File: config.mk
export PLATFORM = sky130hd
export DESIGN_NAME = fetch_unit
export DESIGN_NICKNAME = d
export VERILOG_FILES = /design/src/rtl/fetch_unit_pkg.sv /design/src/rtl/fetch_unit.sv
export SDC_FILE = /design/constraint.sdc
export NUM_CORES = 1
export LEC_CHECK = 0
export CAP_MARGIN = 20
export CORE_ASPECT_RATIO = 1.4
export CORE_MARGIN = 2
export CORE_UTILIZATION = 65
export CTS_CLUSTER_DIAMETER = 100
export CTS_CLUSTER_SIZE = 12
export DETAILED_ROUTE_END_ITERATION = 7
export DONT_BUFFER_PORTS = 1
export PLACE_DENSITY = 0.81
export SKIP_CTS_REPAIR_TIMING = 1
export SYNTH_ARGS = -nofsm -noshare
export SYNTH_HDL_FRONTEND = slang
export SYNTH_SLANG_ARGS = --single-unit
export TNS_END_PERCENT = 5
File: constraint.sdc
create_clock -name clk -period 6.8 [get_ports clk]
set_clock_uncertainty 0.15 [all_clocks]
set_input_delay 2.04 -clock clk [delete_from_list [all_inputs] [get_ports clk]]
set_output_delay 2.04 -clock clk [all_outputs]
set_load 0.02 [all_outputs]
File: src/rtl/fetch_unit_pkg.sv
// Shared types and constants for the instruction fetch unit.
package fetch_unit_pkg;

  localparam int unsigned ADDR_W = 16;
  localparam int unsigned DATA_W = 16;

  localparam logic [ADDR_W-1:0] RESET_PC_DEFAULT = 16'h0000;

  // HLT encoding: opcode field [15:14] and function field [7:4].
  localparam logic [1:0] HLT_OP_HI = 2'b11;
  localparam logic [3:0] HLT_OP_FN = 4'b1111;

  typedef enum logic [1:0] {
    ST_REQ    = 2'd0,
    ST_ISSUE  = 2'd1,
    ST_DRAIN  = 2'd2,
    ST_HALTED = 2'd3
  } state_e;

  // True when an instruction word encodes HLT.
  function automatic logic is_hlt(input logic [DATA_W-1:0] word);
    return (word[15:14] == HLT_OP_HI) && (word[7:4] == HLT_OP_FN);
  endfunction

endpackage

File: src/rtl/fetch_unit.sv
// Instruction fetch unit: one outstanding memory read, single-entry command
// register towards decode, branch redirect with drain of in-flight reads.
module fetch_unit
  import fetch_unit_pkg::*;
#(
  parameter logic [ADDR_W-1:0] RESET_PC = RESET_PC_DEFAULT
) (
  input  logic              clk,
  input  logic              rst_n,
  output logic              mem_req,
  output logic [ADDR_W-1:0] mem_addr,
  input  logic              mem_ready,
  input  logic [DATA_W-1:0] mem_rdata,
  output logic [DATA_W-1:0] COMMAND,
  output logic              cmd_valid,
  input  logic              cmd_ready,
  input  logic              PC_load,
  input  logic [ADDR_W-1:0] branch_target,
  output logic [ADDR_W-1:0] pc_out,
  output logic              halted
);

  state_e              state_q, state_d;
  logic [ADDR_W-1:0]   fetch_pc_q, fetch_pc_d;
  logic                mem_req_q, mem_req_d;
  logic [ADDR_W-1:0]   mem_addr_q, mem_addr_d;
  logic [DATA_W-1:0]   command_q, command_d;
  logic [ADDR_W-1:0]   pc_out_q, pc_out_d;
  logic                cmd_valid_q, cmd_valid_d;
  logic                halted_q, halted_d;

  // Next-state and next-output computation.
  always_comb begin
    state_d     = state_q;
    fetch_pc_d  = fetch_pc_q;
    command_d   = command_q;
    pc_out_d    = pc_out_q;
    cmd_valid_d = cmd_valid_q;
    halted_d    = halted_q;
    mem_req_d   = 1'b0;
    mem_addr_d  = mem_addr_q;

    case (state_q)
      ST_REQ: begin
        if (mem_req_q) begin
          if (PC_load) begin
            // Completed data is dropped; an incomplete read must be drained.
            fetch_pc_d = branch_target;
            state_d    = mem_ready ? ST_REQ : ST_DRAIN;
          end else if (mem_ready) begin
            command_d   = mem_rdata;
            pc_out_d    = fetch_pc_q;
            cmd_valid_d = 1'b1;
            fetch_pc_d  = fetch_pc_q + ADDR_W'(1);
            state_d     = ST_ISSUE;
          end
        end else if (PC_load) begin
          // Bubble cycle after reset: nothing outstanding yet.
          fetch_pc_d = branch_target;
        end
      end

      ST_ISSUE: begin
        if (PC_load) begin
          cmd_valid_d = 1'b0;
          fetch_pc_d  = branch_target;
          state_d     = ST_REQ;
        end else if (cmd_ready) begin
          cmd_valid_d = 1'b0;
          if (is_hlt(command_q)) begin
            halted_d = 1'b1;
            state_d  = ST_HALTED;
          end else begin
            state_d = ST_REQ;
          end
        end
      end

      ST_DRAIN: begin
        if (PC_load) begin
          fetch_pc_d = branch_target;
        end
        if (mem_ready) begin
          state_d = ST_REQ;
        end
      end

      ST_HALTED: begin
        cmd_valid_d = 1'b0;
      end

      default: begin
        state_d = ST_REQ;
      end
    endcase

    // Request stays asserted with a held address until the read completes.
    mem_req_d = (state_d == ST_REQ) || (state_d == ST_DRAIN);
    if (state_d == ST_REQ) begin
      mem_addr_d = fetch_pc_d;
    end
  end

  // State and output registers with asynchronous reset.
  always_ff @(posedge clk or negedge rst_n) begin
    if (!rst_n) begin
      state_q     <= ST_REQ;
      fetch_pc_q  <= RESET_PC;
      mem_req_q   <= 1'b0;
      mem_addr_q  <= RESET_PC;
      command_q   <= '0;
      pc_out_q    <= '0;
      cmd_valid_q <= 1'b0;
      halted_q    <= 1'b0;
    end else begin
      state_q     <= state_d;
      fetch_pc_q  <= fetch_pc_d;
      mem_req_q   <= mem_req_d;
      mem_addr_q  <= mem_addr_d;
      command_q   <= command_d;
      pc_out_q    <= pc_out_d;
      cmd_valid_q <= cmd_valid_d;
      halted_q    <= halted_d;
    end
  end

  assign mem_req   = mem_req_q;
  assign mem_addr  = mem_addr_q;
  assign COMMAND   = command_q;
  assign cmd_valid = cmd_valid_q;
  assign pc_out    = pc_out_q;
  assign halted    = halted_q;

endmodule

# Yosys cells after proc, flatten, opt, wreduce, memory -nomap -nowiden
# Cells that the tools add are included.
dict set report totals {
  elab_cells 49
  input_bits 37
  regBits 69
  out_inout_bits 51
}
dict set report classes {
  eq_ne 10
  mux 20
  bitwise_logic 1
  n_addsub 1
  reduce_logical 9
}
# op count
set ops {}
lappend ops {{$mux W16} 4}
lappend ops {{$pmux W16 S2} 1}
lappend ops {{$add A16 B1 Y16 const B} 1}
lappend ops {{$mux W2} 8}
lappend ops {{$eq A2 B2 Y1 const B} 4}
lappend ops {{$reduce_and A4 Y1} 2}
lappend ops {{$ne A2 B2 Y1 const B} 3}
lappend ops {{$pmux W2 S3} 1}
lappend ops {{$mux W1} 5}
lappend ops {{$reduce_and A5 Y1} 1}
lappend ops {{$eq A4 B4 Y1 const B} 1}
lappend ops {{$logic_not A2 Y1} 2}
lappend ops {{$ne A3 B3 Y1 const B} 1}
lappend ops {{$pmux W1 S3} 1}
lappend ops {{$reduce_bool A3 Y1} 1}
lappend ops {{$eq A2 B1 Y1 const B} 1}
lappend ops {{$reduce_or A2 Y1} 1}
lappend ops {{$logic_and A1 B1 Y1} 1}
lappend ops {{$logic_or A1 B1 Y1} 1}
lappend ops {{$not A1 Y1} 1}

# Longest topological paths before layout
# Gate-level depths: netlist of run 1.
dict set report logic_depth {
  word_depth 8
  ltp_mapped 10
  depth_no_buf 8
}

# Worst setup path after synthesis of run 1
# No wires, ideal clock.
dict set report synth_timing {
  path_kind {input to register}
  startpoint {input PC_load}
  endpoint {register mem_addr_q[6] (netlist: mem_addr[6])}
  required_time_ns 6.523
  n_path_buf 1
  stages 7
  setup_time_ns 0.127
  arrival_ns 3.378
  slack_ns 3.145
  path_cell_list {nand2b_1 -> nor2_2 -> o41ai_2 -> nand2_2 -> nor2_8 -> buf_8 -> mux2_1}
}
dict set report synth_via {
  elab_chain_len 4
}
# item line
set synth_rtl {}
lappend synth_rtl {{start: declaration} fetch_unit.sv:17} ;# input logic PC_load,
lappend synth_rtl {{$mux W2} fetch_unit.sv:46} ;# if (PC_load) begin
lappend synth_rtl {{$mux W2} fetch_unit.sv:45} ;# if (mem_req_q) begin
lappend synth_rtl {{$pmux W2 S3 *} fetch_unit.sv:43} ;# case (state_q)
lappend synth_rtl {{via state_d[0]} fetch_unit.sv:23} ;# state_e state_q, state_d;
lappend synth_rtl {{$logic_not A2 Y1 *} fetch_unit.sv:99} ;# if (state_d == ST_REQ) begin
lappend synth_rtl {{end signal: assignment} fetch_unit.sv:119} ;# mem_addr_q <= mem_addr_d;
lappend synth_rtl {{end: declaration} fetch_unit.sv:26} ;# logic [ADDR_W-1:0] mem_addr_q, mem_addr_d;
# The timed path passes the listed nets; every way through them passes the cells marked *.
# A chain may end at the register's enable or synchronous reset.

# Worst setup path in the final report of run 1
dict set report layout_timing {
  startpoint {input PC_load}
  endpoint {register mem_addr_q[9] (netlist: mem_addr[9])}
}
# The elaborated chain is that of the path after synthesis.

==> results of run 1 <==
-- flip-flops by register name (all words and copies together) (netlist names) --
name        flops
COMMAND        16
cmd_valid       1
fetch_pc_q     16
halted          1
mem_addr       16
mem_req         1
pc_out         16
state_q         2
-- worst reg2reg max path: stages (launching register included) --
cell	delay, ns
dfrtp_1	0.45
inv_1	0.11
ha_1	0.41
nand2_2	0.27
nor2_2	0.06
buf_4	0.24
o41ai_2	0.39
nand2_2	0.18
nor2_8	0.30
mux2_1	0.37
-- cells in the final DEF (no fill, tap or decap), types with 2 or more instances in the layout --
cell / instances
nand2_1: 109
dfrtp_1: 69
nor2_1: 20
a21oi_1: 17
mux2_1: 15
o21ai_0: 14
inv_1: 11
o22ai_1: 10
clkbuf_8: 10
nand3_1: 8
nor3_1: 6
ha_1: 6
a31oi_1: 4
a211oi_1: 4
o31ai_1: 4
nand4_1: 3
o22a_1: 3
and3_1: 3
nand2b_1: 2
a2bb2oi_1: 2
a22o_1: 2
nand2_2: 2
nor4_1: 2
nor3_2: 2
xor2_1: 2
and4_1: 2
clkinv_4: 2
buf_4: 2
-- worst max path at each step --
stage,cells after the start,start,slack (ns),to
finish,7,PC_load,3.16,mem_addr[9]
global route,7,PC_load,3.03,mem_addr[8]
CTS,7,PC_load,3.17,mem_addr[12]
detailed placement,7,PC_load,2.79,mem_addr[8]
global placement,7,PC_load,2.86,mem_addr[2]
floorplan,7,PC_load,3.14,mem_addr[6]
-- cell families after synthesis --
| logic type | Yosys count |
|---|---|
| and+or+nand+nor | 168 |
| adders and majority gates | 6 |
| xor gates and xnor gates | 3 |
| muxes | 16 |
| AOI/OAI and AO/OA | 75 |
| DFF | 69 |
| buffers and inverters | 30 |
-- metal layers --
metal  vias up  GRT usage, %  share of wire (%)
met2       125         51.64                 50
met4         0         19.89                4.7
met5         -             0                  0
li1       1248             -                  -
met1      1251         31.92                 38
met3        31         7.557                7.1
-- per-stage QoR --
stage	area [um2]	setup slack (ns)	hold WS, ns	utilization [%]
floorplan	3390	3.145	0.3352	-
global placement	3400	2.863	0.3645	66.40
detailed placement	3400	2.790	0.3741	66.40
CTS	3601	3.170	0.3904	70.33
global route	3601	3.029	0.4356	70.33
finish	3601	3.159	0.3856	70.33
-- layout make-up --
cell class	instances	area, um2
Clock buffer	11	141.4
Clock inverter	5	60.06
Fill cell	420	1519
Inverter	11	41.29
Multi-Input combinational cell	268	1534
Sequential cell	69	1727
Tap cell	66	82.58
Timing Repair Buffer	2	15.01
-- where the power goes --
group          leakage (nW)  internal (mW)  switching (mW)  total, mW
combinational         0.743          0.239           0.336      0.575
clock                0.0995          0.180           0.157      0.337
sequential            0.858          0.597           0.358      0.955
total                  1.70           1.02           0.851       1.87
==> summary.md, run 1 <==
| Metric | Value |
|---|---|
| Synth-to-Final Area Change | 6.238% |
| Hold Path Sink | pc_out[15] |
| Hold crit path type | register to register |
| Routed WL | 7879 um |
| Residual DRC count | 0 |
| Synth Area in Simple Gates | 21.96% |
| Final global-route overflow total | 0 |
| # port buffers | 0 |
| GRT Total Usage | between 20% and 30% |
| Max Cap Viol | 0 |
| Final hold vios | 0 |
| Die Span Y | 89.44 um |
| FP Rows | 31 |
| Final Setup Violations | 0 |
| Ys async rst share | 100.0% |
| Post-synthesis compound-gate area fraction | 15.02% |
| XOR/XNOR share of the synthesized area | 0.7752% |
| Syn_nets | 410 |
| Total CTS buffers | 9 |
| Top post-synthesis cells by count | nand2_1, dfrtp_1, nor2_1 |
| Crit path time final | 3.641 ns |
| Worst skew pair latency | 0.35 ns |
| CP cell instances | nand2b_1 -> nor2_2 -> buf_4 -> o41ai_2 -> nand2_2 -> nor2_8 -> mux2_1 |
| Vias in the first global route | ~2800 |
| DRT iter0 DRCs | about 220 |
| Syn avg cell area | 9.236 um2 |
| Power per cell area | 518.5 nW/um2 |
| Peak VDD IR | 0.3015 mV |
| Worst Hold Depth | 2 |
| Clk sinks | a little under 70 |
| Final #Nets | 404 |
| CTS H-tree depth | 3 |
| Max-slew violations | 0 |
| Syn. warnings | 0 |
| Capture point of the worst reg-to-reg path | mem_addr[9] |
| Worst path slowest cell | o41ai_2 |
| Flop and latch count out of synthesis | 69 |
| Vias per inst | 6.146 |
| CTS tree | built |
| Min-Delay Startpoint | fetch_pc_q[15] |
| R2r worst-path depth | 9 |
| Largest family of logic cells by synthesized area | simple AND/OR/NAND/NOR gates |
| Setup crit start kind | input pin |
| Mapped Area | ~3400 um2 |
| Post-Place Cells | 416 |
| Antenna diodes | 0 |
| Non-Filler Instances | ~430 |
| Synth Instances | 367 |
| Share of post-route cells with drive strength above 1 | 7.650% |
| Worst Path Arrival | 3.72 ns |
| Post-synth top area cell | dfrtp_1 |
| Crit Path Class | input pin to register |
| Placeable Area | 5120 um2 |
| Initial antenna violation count | 0 |
| WL/cell | ~18 um |
| First drt pass iteration count | 4 |
| Worst r2r src | state_q[0] |
| Dominant cells by area after synthesis | dfrtp_1, nand2_1, mux2_1, a21oi_1, ha_1 |
| Status | finished, final reports clean |
| Distinct cells, synth | 55 |
| Worst R2R Setup Slack | 3.76 ns |
| RSZ-0062 raised after global routing | false |
| First-pass GRT wire length | ~13000 um |
| Via count | 2655 |
| Largest net degree at the start of global routing | 70 |
| Max Freq | 274.6 MHz |
| Synth Area in Adders | under 10% |
| Post-route ant nets | 0 |
| Initial Util | about two thirds |
| Largest fanout on the critical path | 34 |
| Seq/Total Area, Yosys | between 50% and 60% |
| Post-synthesis mux area share | 5.279% |
| Tcrit/Tclk final | between 50% and 60% |
| Die X | 65.03 um |
| Top FF cell, synth | dfrtp_1 |
| Clock transition at path regs | ~0.070 ns |
| Tot Pwr | 1.867 mW |
| CP bufs+invs | 1 |
| Top cell type's share of synthesized area | 50.94% |
| Clock buffer depth | 2 |
| Num ports | 88 |
| Pleak | ~1.7 nW |
| Worst path required time | 6.88 ns |
| Post-synth EDFFs | 0 |
| DP HPWL | 5479 um |
| Kind of end point of the critical path | register |
| Slew Limit Headroom | between 30% and 40% |
| DIE AREA | 5816 um2 |
| Least-Margin Pin Slew | 1.032 ns |
| Top-count cell post-synth | nand2_1 |
| CP top delay family | simple AND/OR/NAND/NOR gates |
| CP max stage delay | 0.38 ns |
| Gpl congestion | 0.8965 |
| CTS Root Cell | clkbuf_8 |
| Setup total negative slack | 0 ns |
Power figures use the tool's default switching activity.
==> run 2: changes to the inputs <==
Settings changed: CORE_UTILIZATION 65 to 63, PLACE_DENSITY 0.81 to 0.79.
Clock period 6.8 ns to 3.55 ns, I/O delays scaled along.
==> summary.md, run 2 (synthesized netlist as in run 1, its figures left out) <==
| Metric | Value |
|---|---|
| GRT Total Usage | 29.32% (-0.37 points) |
| CP max stage delay | 0.53 ns (+0.15 ns) |
| Crit path time final | ~2.8 ns |
| Setup crit start kind | register |
| Clock buffer depth | 2 (unchanged) |
| First drt pass iteration count | 5 (+1) |
| Max Freq | ~350 MHz |
| Die X | 65.99 um (+1.5%) |
| WL/cell | 18.74 um (+2.8%) |
| Share of post-route cells with drive strength above 1 | 7.123% (-0.53 points) |
| Met3 routed WL | 596 um (+7.2%) |
| Max Cap Viol | 0 (unchanged) |
| Switching Power | 1.610 mW (+89%) |
| Seq pwr share | 51.7% (+0.5 points) |
| DIE AREA | 5991 um2 (+3.0%) |
| CP cell instances | inv_1 -> ha_1 -> nand2_2 -> a21oi_1 -> o22ai_1 -> a311oi_1 -> mux2_1 |
| Top layer in use | met4 |
| Clk pwr share | 16.9% (-1.2 points) |
| DP HPWL | 5785 um (+5.6%) |
| Worst path slowest cell | a311oi_1 |
| Synth-to-Final Area Change | 5.832% |
| Clock transition at path regs | 0.07 ns (about the same) |
| Kind of end point of the critical path | register |
| Residual DRC count | 0 (unchanged) |
| Antenna diodes | 0 (unchanged) |
| FP Rows | 31 (unchanged) |
| Clk sinks | 69 (unchanged) |
| Max-slew violations | 0 (unchanged) |
| Initial antenna violation count | 0 (unchanged) |
| M1 WL | 2909 um (-3.4%) |
| Largest net degree at the start of global routing | 70 (unchanged) |
| Hold crit path type | input pin to asynchronous set/reset pin |
| Tot Pwr | 3.554 mW (+90%) |
| Num ports | 88 (unchanged) |
| Setup total negative slack | 0 ns (unchanged) |
| Worst Path Arrival | 2.95 ns (-0.77 ns) |
| Int Pwr | 1.943 mW (+91%) |
| CP top delay family | compound AO/OA/AOI/OAI gates |
| Die Span Y | 90.79 um (+1.5%) |
| Worst r2r src | state_q[0] |
| Final hold vios | 0 (unchanged) |
| Post-route ant nets | 0 (unchanged) |
| Initial Util | 65.21% (-0.99 points) |
| Vias per inst | 6.295 (+2.4%) |
| CTS H-tree depth | 3 (unchanged) |
| Routed WL | 8078 um (+2.5%) |
| Largest fanout on the critical path | 16 (-53%) |
| First-pass GRT wire length | 13370 um (+3.4%) |
| Placeable Area | 5197 um2 (+1.5%) |
| Metal2 WL | 4290 um (+9.0%) |
| RSZ-0062 raised after global routing | false |
| Final global-route overflow total | 0 (unchanged) |
| Fill count | 418 (-0.48%) |
| Final #Nets | 405 (+0.25%) |
| Worst path required time | 3.68 ns (-3.20 ns) |
| Gpl congestion | 0.8877 (-0.98%) |
| CTS Root Cell | clkbuf_8 |
| CP bufs+invs | 1 (unchanged) |
| Total CTS buffers | 9 (unchanged) |
| Comb pwr share | 31.4% (+0.6 points) |
| Peak VDD IR | 0.6399 mV (+110%) |
| Final Setup Violations | 0 (unchanged) |
| Least-Margin Pin Slew | 0.8006 ns (-0.2314 ns) |
| Worst R2R Setup Slack | 0.73 ns (-3.03 ns) |
| Commonest non-fill, non-tap cell in the layout | nand2_1 |
| Slew Limit Headroom | 45.25% (+14 points) |
| Crit Path Class | register to register |
| Power per cell area | 990.7 nW/um2 (+91%) |
| Tcrit/Tclk final | 79.44% |
| Vias in the first global route | 2798 (-0.89%) |
| Via count | 2713 (+2.2%) |
| Pleak | 1.697 nW (-0.17%) |
| CTS tree | built |
| DRT iter0 DRCs | 318 (+42%) |
| # port buffers | 0 (unchanged) |
| Switching Share | 45.32% (-0.26 points) |
| Status | finished, final reports clean |
| R2r worst-path depth | 7 (-2) |
| Most frequent cells in the layout | nand2_1, dfrtp_1, nor2_1 |
| Capture point of the worst reg-to-reg path | mem_addr[15] |
| Worst skew pair latency | 0.34 ns (about the same) |
## run 2: cell count changes in the layout (fill, tap and decap cells not counted)
| cell | previous run | this run |
|---|---|---|
| clkinv_4 | 2 | 0 |
| buf_4 | 2 | 3 |
| clkbuf_1 | 1 | 2 |
| clkinvlp_4 | 1 | 0 |
## run 2: worst max-delay path by stage
stage | startpoint | to | slack [ns] | depth (start not counted)
5_1_grt | state_q[0] | mem_addr[6] | 0.53 | 8
2_1_floorplan | PC_load | mem_addr[6] | 0.87 | 7
3_5_place_dp | PC_load | mem_addr[6] | 0.61 | 6
6_report | state_q[0] | mem_addr[15] | 0.73 | 7
3_3_place_gp | PC_load | mem_addr[12] | 0.69 | 6
4_1_cts | state_q[0] | mem_addr[6] | 0.80 | 8
## run 2: layout make-up
type	count	area (um2)	share of cell area, %
Multi-Input combinational cell	268	1534	42.76
Clock inverter	2	35.03	0.9766
Timing Repair Buffer	3	22.52	0.6278
Clock buffer	12	145.1	4.046
Tap cell	66	82.58	2.302
Inverter	11	41.29	1.151
Sequential cell	69	1727	48.13
## run 2: metal layers
metal  GRT usage, %  vias to the layer above
met4          13.27                        0
met3          9.850                       25
met2          49.33                      121
met1          32.94                     1309
met5              0                        -
li1               -                     1258
## run 2: power by group through the flow
stage	Sequential [mW]	Clock (mW)	Combinational [mW]
after floorplan	1.71	0	0.945
final	1.84	0.600	1.12
after CTS	1.84	0.610	1.12
after detailed placement	1.85	0	1.11
after global placement	1.84	0	1.07
after global routing	1.88	0.640	1.26
## run 2: per-stage QoR
step	instances	hold slack, ns	utilization (%)	setup slack [ns]	area, um2
after detailed placement	417	0.3710	65.55	0.6146	3407
after global routing	431	0.2410	69.02	0.5281	3587
final	431	0.2575	69.02	0.7300	3587
after CTS	431	0.2580	69.02	0.8030	3587
after global placement	417	0.3581	65.55	0.6872	3407
after floorplan	367	0.3352	-	0.8699	3390
==> run 3: changes to the inputs <==
Clock period 3.55 ns to 2.6 ns, I/O delays scaled along.
==> summary.md, run 3 (synthesized netlist as in run 1, its figures left out) <==
| Metric | Value |
|---|---|
| Status | finished, final reports clean |
| Residual DRC count | 0 (unchanged) |
| CTS H-tree depth | 3 (unchanged) |
| DRT iter0 DRCs | 262 (-18%) |
| Max-slew violations | 0 (unchanged) |
| WL/cell | 19.23 um (+2.6%) |
| # port buffers | 0 (unchanged) |
| Via count | 2772 (+2.2%) |
| Kind of end point of the critical path | register |
| Hold WS | 0.1308 ns (-0.1267 ns) |
| Clock buffer depth | 2 (unchanged) |
| Largest net degree at the start of global routing | 70 (unchanged) |
| Fill count | 404 (-3.3%) |
| Placement Setup Slack | 0.02978 ns (-0.5848 ns) |
| Capture point of the worst reg-to-reg path | mem_addr[15] |
| Final global-route overflow total | 0 (unchanged) |
| Antenna diodes | 0 (unchanged) |
| Most frequent cells in the layout | nand2_1, dfrtp_1, nor2_1 |
| Final #Nets | 418 (+3.2%) |
| Hold crit path type | input pin to asynchronous set/reset pin |
| DIE AREA | 5991 um2 (unchanged) |
| Vias per inst | 6.215 (-1.3%) |
| FP Rows | 31 (unchanged) |
| Routed WL | 8575 um (+6.2%) |
| GRT Total Usage | 30.26% (+0.94 points) |
| Slew Limit Headroom | 67.35% (+22 points) |
| DP HPWL | 6070 um (+4.9%) |
| Post-route ant nets | 0 (unchanged) |
| Initial Util | 65.21% (unchanged) |
| Vias in the first global route | 2778 (-0.71%) |
| Synth-to-Final Area Change | 11.18% |
| Max Cap Viol | 0 (unchanged) |
| Clk sinks | 69 (unchanged) |
| CTS tree | built |
| Gpl congestion | 0.9235 (+4.0%) |
| Total CTS buffers | 9 (unchanged) |
| Final hold vios | 0 (unchanged) |
| Worst r2r src | state_q[1] |
| Final worst setup slack | 0.1401 ns (-0.5900 ns) |
| Least-Margin Pin Slew | 0.4897 ns (-0.3109 ns) |
| First-pass GRT wire length | 13460 um (+0.67%) |
| Setup crit start kind | register |
| Commonest non-fill, non-tap cell in the layout | nand2_1 |
| Final Setup Violations | 0 (unchanged) |
| Setup total negative slack | 0 ns (unchanged) |
| Footprint of the multi-input gates | 1551 um2 (+1.1%) |
| First drt pass iteration count | 4 (-1) |
| Crit path time final | 2.460 ns (-0.3600 ns) |
| Initial antenna violation count | 0 (unchanged) |
| Die Span Y | 90.79 um (unchanged) |
| Max Freq | 406.5 MHz (+15%) |
| Pleak | 1.785 nW (+5.2%) |
| CTS Root Cell | clkbuf_8 |
| Storage cell area | 1729 um2 (+0.14%) |
| Placeable Area | 5197 um2 (unchanged) |
| Power per cell area | 1382 nW/um2 (+39%) |
| Worst Path Arrival | 2.54 ns (-0.41 ns) |
| Worst R2R Setup Slack | 0.14 ns (-0.59 ns) |
| Share of post-route cells with drive strength above 1 | 12.89% (+5.8 points) |
| Peak VDD IR | 0.8292 mV (+30%) |
| Worst skew pair latency | 0.35 ns (about the same) |
| Die X | 65.99 um (unchanged) |
| R2r worst-path depth | 8 (+1) |
| Num ports | 88 (unchanged) |
| Largest fanout on the critical path | 15 (-1) |
| Clock transition at path regs | 0.08 ns (about the same) |
| Tcrit/Tclk final | 94.61% (+15 points) |
| Worst path required time | 2.68 ns (-1.00 ns) |
| Crit Path Class | register to register |
| RSZ-0062 raised after global routing | false |
run 3: power breakdown:
part / total, mW / switching [mW] / internal, mW
combinational: 1.75 / 0.999 / 0.749
clock: 0.978 / 0.414 / 0.564
sequential: 2.48 / 0.918 / 1.56
run 3: per-stage QoR:
step                      instances  total power [mW]  instance area, um2  util [%]
after global routing            446             5.515                3769     72.51
after global placement          429             4.088                3497     67.28
final                           446             5.208                3769     72.51
after CTS                       445             5.160                3721     71.59
after floorplan                 367             3.619                3390         -
after detailed placement        429             4.178                3497     67.28
run 3: how the worst max path moves through the flow:
stage	slack, ns	endpoint	startpoint
after floorplan	0.20	mem_addr[6]	state_q[0]
after global placement	0.09	mem_addr[7]	state_q[0]
after detailed placement	0.03	mem_addr[7]	state_q[0]
after CTS	-0.02	mem_addr[7]	state_q[0]
after global routing	0.02	mem_addr[15]	state_q[1]
final	0.14	mem_addr[15]	state_q[1]
run 3: cell type report:
cell class              count  area share, %
well taps                  66          2.191
multi-input cells         268          41.17
flip-flops and latches     69          45.88
repair buffers             16          3.718
clock inverters             6          2.291
clock buffers              10          3.652
inverters                  11          1.096
run 3: worst max-delay path, stage by stage, from the launching register on:
cell and delay (ns):
dfrtp_2 0.42, inv_1 0.08, ha_1 0.22, nand2b_1 0.14, nor3_2 0.09, o41ai_2 0.37
nand2_2 0.18, nor2_8 0.31, mux2_1 0.37
run 3: routing by layer:
metal	vias up	track usage, %	part of all wire [%]
met5	-	0	0
met4	0	16.16	4.1
met3	27	8.853	6.7
met2	113	50.25	51
met1	1350	34.31	38
li1	1282	-	-
